`src/rtl/ascon_sequencer.sv`:
```
// ascon_sequencer: control FSM sequencing ASCON-128 init, AD, PT and finalization rounds
module ascon_sequencer (
  input  logic       clock_i,
  input  logic       reset_i,
  input  logic       start_i,
  input  logic       data_valid_i,
  input  logic       last_i,
  output logic       data_ready_o,
  output logic       select_o,
  output logic       enable_o,
  output logic [3:0] round_o,
  output logic       xor_data_o,
  output logic       xor_key_o,
  output logic       dom_sep_o,
  output logic       cipher_valid_o,
  output logic       tag_valid_o,
  output logic       done_o
);
  typedef enum logic [2:0] {
    IDLE, INIT, WAIT_AD, AD, WAIT_PT, PT, FINAL, DONE
  } state_t;
  state_t     state_q, state_d;
  logic [3:0] cnt_q, cnt_d;
  logic       last_q, last_d;
  logic       dom_q, dom_d;
  logic       at_end;
  assign at_end = (cnt_q == 4'd11);
  always_ff @(posedge clock_i or negedge reset_i) begin
    if (!reset_i) begin
      state_q <= IDLE;
      cnt_q   <= 4'd0;
      last_q  <= 1'b0;
      dom_q   <= 1'b0;
    end else begin
      state_q <= state_d;
      cnt_q   <= cnt_d;
      last_q  <= last_d;
      dom_q   <= dom_d;
    end
  end
  always_comb begin
    state_d = state_q;
    cnt_d   = cnt_q;
    last_d  = last_q;
    dom_d   = 1'b0;
    case (state_q)
      IDLE: if (start_i) begin
        state_d = INIT;
        cnt_d   = 4'd0;
      end
      INIT: begin
        state_d = at_end ? WAIT_AD : INIT;
        cnt_d   = at_end ? 4'd0 : cnt_q + 4'd1;
      end
      WAIT_AD: if (data_valid_i) begin
        state_d = AD;
        cnt_d   = 4'd6;
        last_d  = last_i;
      end
      AD: begin
        state_d = at_end ? (last_q ? WAIT_PT : WAIT_AD) : AD;
        cnt_d   = at_end ? 4'd0 : cnt_q + 4'd1;
        dom_d   = at_end & last_q;
      end
      WAIT_PT: if (data_valid_i) begin
        state_d = last_i ? FINAL : PT;
        cnt_d   = last_i ? 4'd0 : 4'd6;
      end
      PT: begin
        state_d = at_end ? WAIT_PT : PT;
        cnt_d   = at_end ? 4'd0 : cnt_q + 4'd1;
      end
      FINAL: begin
        state_d = at_end ? DONE : FINAL;
        cnt_d   = at_end ? 4'd0 : cnt_q + 4'd1;
      end
      DONE: begin
        state_d = IDLE;
        cnt_d   = 4'd0;
      end
      default: begin
        state_d = IDLE;
        cnt_d   = 4'd0;
      end
    endcase
  end
  // Moore outputs: decoded only from state and round counter
  always_comb begin
    enable_o       = (state_q == INIT) | (state_q == AD) | (state_q == PT) | (state_q == FINAL);
    select_o       = enable_o & !((state_q == INIT) & (cnt_q == 4'd0));
    round_o        = enable_o ? cnt_q : 4'd0;
    data_ready_o   = (state_q == WAIT_AD) | (state_q == WAIT_PT);
    xor_data_o     = (((state_q == AD) | (state_q == PT)) & (cnt_q == 4'd6)) |
                     ((state_q == FINAL) & (cnt_q == 4'd0));
    xor_key_o      = ((state_q == INIT) & at_end) |
                     ((state_q == FINAL) & (at_end | (cnt_q == 4'd0)));
    cipher_valid_o = ((state_q == PT) & (cnt_q == 4'd6)) | ((state_q == FINAL) & (cnt_q == 4'd0));
    dom_sep_o      = (state_q == WAIT_PT) & dom_q;
    tag_valid_o    = (state_q == DONE);
    done_o         = (state_q == DONE);
  end
endmodule

```
`config.mk`:
```
export PLATFORM = sky130hd
export DESIGN_NAME = ascon_sequencer
export DESIGN_NICKNAME = d
export VERILOG_FILES = /design/src/rtl/ascon_sequencer.sv
export SDC_FILE = /design/constraint.sdc
export NUM_CORES = 1
export LEC_CHECK = 0
export CORE_MARGIN = 2
export CORE_UTILIZATION = 54
export DETAILED_ROUTE_END_ITERATION = 10
export DONT_BUFFER_PORTS = 1
export PLACE_DENSITY = 0.81
export SYNTH_ARGS = -nofsm -noshare
export SYNTH_HDL_FRONTEND = slang
export SYNTH_SLANG_ARGS = --single-unit
```
`constraint.sdc`:
```
create_clock -name clock_i -period 1.65 [get_ports clock_i]
set_input_delay 0.33 -clock clock_i [delete_from_list [all_inputs] [get_ports clock_i]]
set_output_delay 0.33 -clock clock_i [all_outputs]
set_load 0.005 [all_outputs]
```
==> flow_metrics.py <==
metrics = {
    "clocking": {
        "clockBufferDepth": 2,
        "cts_buffers": 3,
        "cts-root-buf": "clkbuf_4",
        "cts_tree": "yes",
        "clock-sinks": 9,
        "path_clk_slew_ns": 0.06,
        "htree_num_levels": 1,
        "clock_latency_ns": 0.27,
    },
    "die": {
        "start_util_pct": 58.1,
        "dieWidth_um": 41.4,
        "pin_count": 18,
        "die_h_um": 41.4,
        "rows": 13,
        "die_area_mm2": 0.00171,
        "core_region_area_mm2": 0.00130,
    },
    "routing": {
        "first_pass_iters": 6,
        "wirelength_um": 2170,
        "dr.first_iter.drc_count": 24,
        "vias_per_cell": 6.03,
        "route.detailed.drc": 0,
        "ant_nets": 0,
        "routedWlPerCell_um": 18.1,
        "dr_total_vias": 724,
    },
    "finish": {
        "insertedDiodeCount": 0,
        "register_area_um2": 228,
        "fin_util_pct": 74.9,
        "final_common_cell": "buf_4",
        "multiInputGateArea_um2": 519,
        "final_cell_mix": "buf_4, nor2_1, dfrtp_1, nand2_1",
        "fin_nets": 114,
        "drive_gt1_share_pct": 42.9,
        "fillers": 99,
        "area_growth_pct": 29.0,
    },
    "critical_path": {
        "r2r_cells": 8,
        "worstPathArrival_ns": 1.70,
        "criticalPathCategory": "reg2out",
        "setup.worst_path.end_class": "primary output",
        "cpLargestDelayFamily": "simple AND/OR/NAND/NOR gates",
        "cp-start-kind": "flip-flop",
        "slowest_stage": "dfrtp_1",
        "reg2reg_from": "cnt_q[0]$_DFFE_PN0P_",
        "critPathMaxFanout": 3,
        "reg2reg_slack_ns": 0.02,
        "max_stage_delay_ns": 0.40,
        "worst-path-buf-inv": 1,
        "cp_cell_sequence": "inv_2 > ha_1 > or3b_4 > o22ai_2 > and2_4 > o21bai_1",
        "r2r_end": "state_q[2]$_DFFE_PN0P_",
        "required_ns": 1.32,
    },
    "sta": {
        "rsz0062_at_grt": "true",
        "relSlewSlack_pct": 70.2,
        "fin_crit_ns": 2.03,
        "finalHoldViolCount": 0,
        "finClkSkew_ns": 0.00451,
        "fmax_mhz": 493,
        "period_share_pct": 123,
        "timing.hold.ws_ns": 0.154,
        "setup_slack_ns": -0.379,
        "final_max_slew_viol_count": 0,
        "tightest_slew_ns": 0.446,
        "setup_viol": 4,
    },
    "hold_path": {
        "hold_depth": 1,
        "hp-start": "data_valid_i",
        "min_path_type": "in2reg",
        "min_to": "state_q[1]$_DFFE_PN0P_",
    },
    "grt": {
        "track_usage_pct": 23.6,
        "grt_pass1_wl_um": 3130,
        "antenna_found_initial": 0,
        "grt_max_degree": 10,
        "gr-total-overflow": 0,
        "grt_pass1_vias": 689,
    },
    "place": {
        "io_buffers": 0,
        "gp_congestion": 0.892,
        "place.detailed.hpwl_um": 1410,
    },
    "synth": {
        "synth_cells": 87,
        "synth_top_area_cell": "dfrtp_1",
        "synth_fp_nets": 95,
        "ys_types": 35,
        "netlist.area_leader.share_pct": 29.8,
        "ys_seq_area_share_pct": 29.8,
        "synth_warnings": 0,
        "synth_area_leaders": "dfrtp_1, nor2_1, ha_1",
        "ys_ff_latch": 9,
        "syn_avg_cell_area_um2": 8.69,
        "syn_area_um2": 756,
    },
    "pwr": {
        "ir_drop_uv": 1040,
        "leakage_nw": 0.449,
        "powerDensity_mw_per_mm2": 1760,
    },
    "outcome": {
        "failed_checks": "negative setup slack",
        "status": "finished with violations",
    },
    "job": {
        "maxCapViolCount": 0,
    },
}
==> flip-flops by register name (all words and copies together), names as in the netlist <==
signal	count
dom_q	1
state_q	3
last_q	1
cnt_q	4
==> final cells by class <==
cell class / instances / area share [%]
multi-input combinational: 65 / 53.3
tap: 15 / 1.93
timing repair buffer: 21 / 16.4
clock buffer: 4 / 2.70
sequential: 9 / 23.4
inverter: 6 / 2.31
==> how the worst max path moves through the flow <==
stage                          from         end  slack (ns)  cells past startpoint
2_1_floorplan  cnt_q[0]$_DFFE_PN0P_  xor_data_o       -0.05                      6
3_3_place_gp   cnt_q[1]$_DFFE_PN0P_  xor_data_o      -0.008                      6
3_5_place_dp   cnt_q[0]$_DFFE_PN0P_  xor_data_o       -0.08                      6
4_1_cts        cnt_q[0]$_DFFE_PN0P_  xor_data_o       -0.37                      6
5_1_grt        cnt_q[0]$_DFFE_PN0P_  xor_data_o       -0.43                      6
6_report       cnt_q[0]$_DFFE_PN0P_  xor_data_o       -0.38                      6
==> cell usage after synthesis <==
cell type and instances:
nor2_1 11, dfrtp_1 9, inv_1 6, nand2_1 6
o21ai_1 4, a21oi_1 3, a22o_1 3, buf_2 3
buf_4 3, ha_1 3, nand3b_1 3, nor2b_1 3
mux2i_1 2, nand2b_2 2, nor3b_1 2, o21ai_0 2
o31ai_1 2, o32ai_1 2, xnor2_1 2, a211o_1 1
a211oi_1 1, a21o_1 1, a221oi_1 1, and2_4 1
and3_1 1, and3b_2 1, buf_6 1, maj3_1 1
mux2_2 1, nand2_2 1, o211a_1 1, o21bai_1 1
o22ai_2 1, or3b_4 1, xnor2_2 1
==> per-stage QoR <==
step / instance area, um^2 / TNS, ns / setup WS, ns / power, mW / cells
after floorplan: 761 / -0.0640 / -0.0450 / 1.05 / 87
after CTS: 901 / -1.32 / -0.368 / 1.56 / 116
after global placement: 821 / -0.00831 / -0.00831 / 1.24 / 107
after global routing: 975 / -1.52 / -0.430 / 1.82 / 120
after detailed placement: 821 / -0.147 / -0.0757 / 1.29 / 107
final: 975 / -1.30 / -0.379 / 1.72 / 120
==> worst register-to-register path: stages, from the launching register on <==
cell	delay, ns
dfrtp_1	0.40
buf_4	0.16
ha_4	0.16
buf_4	0.12
buf_4	0.12
and3b_2	0.26
nand2_1	0.09
nor2_1	0.06
a21o_1	0.16
==> repair_timing <==
item | in CTS | in global routing
pin swaps | 2 | 6
hold buffers | 1 | 0
gates resized for setup | 6 | 8
endpoints found under the setup margin | 12 | 12
setup buffers | 4 | 5
hold endpoints to repair | 9 | 0
==> power by group <==
part | switching (mW) | leakage [nW] | internal [mW]
combinational | 0.582 | 0.326 | 0.574
clock | 0.0838 | 0.0150 | 0.0936
sequential | 0.0773 | 0.108 | 0.308
==> logic make-up after synthesis <==
group           after synthesis  synth area share, %
compound gates               23                 22.0
mux                           3                 4.14
simple gates                 32                 23.8
fa+ha+maj                     4                 6.29
flops                         9                 29.8
xor+xnor                      3                 4.47
buf+inv                      13                 9.44
==> metal layers <==
metal  vias up  part of all wire, %  GRT usage, %
li1        339                    -             -
met1       347                   39          26.4
met2        29                   53          41.6
met3         9                  6.6          9.57
met4         0                  2.0          5.16
met5         -                    0             0
No activity file was read; power rests on OpenSTA's default activity.
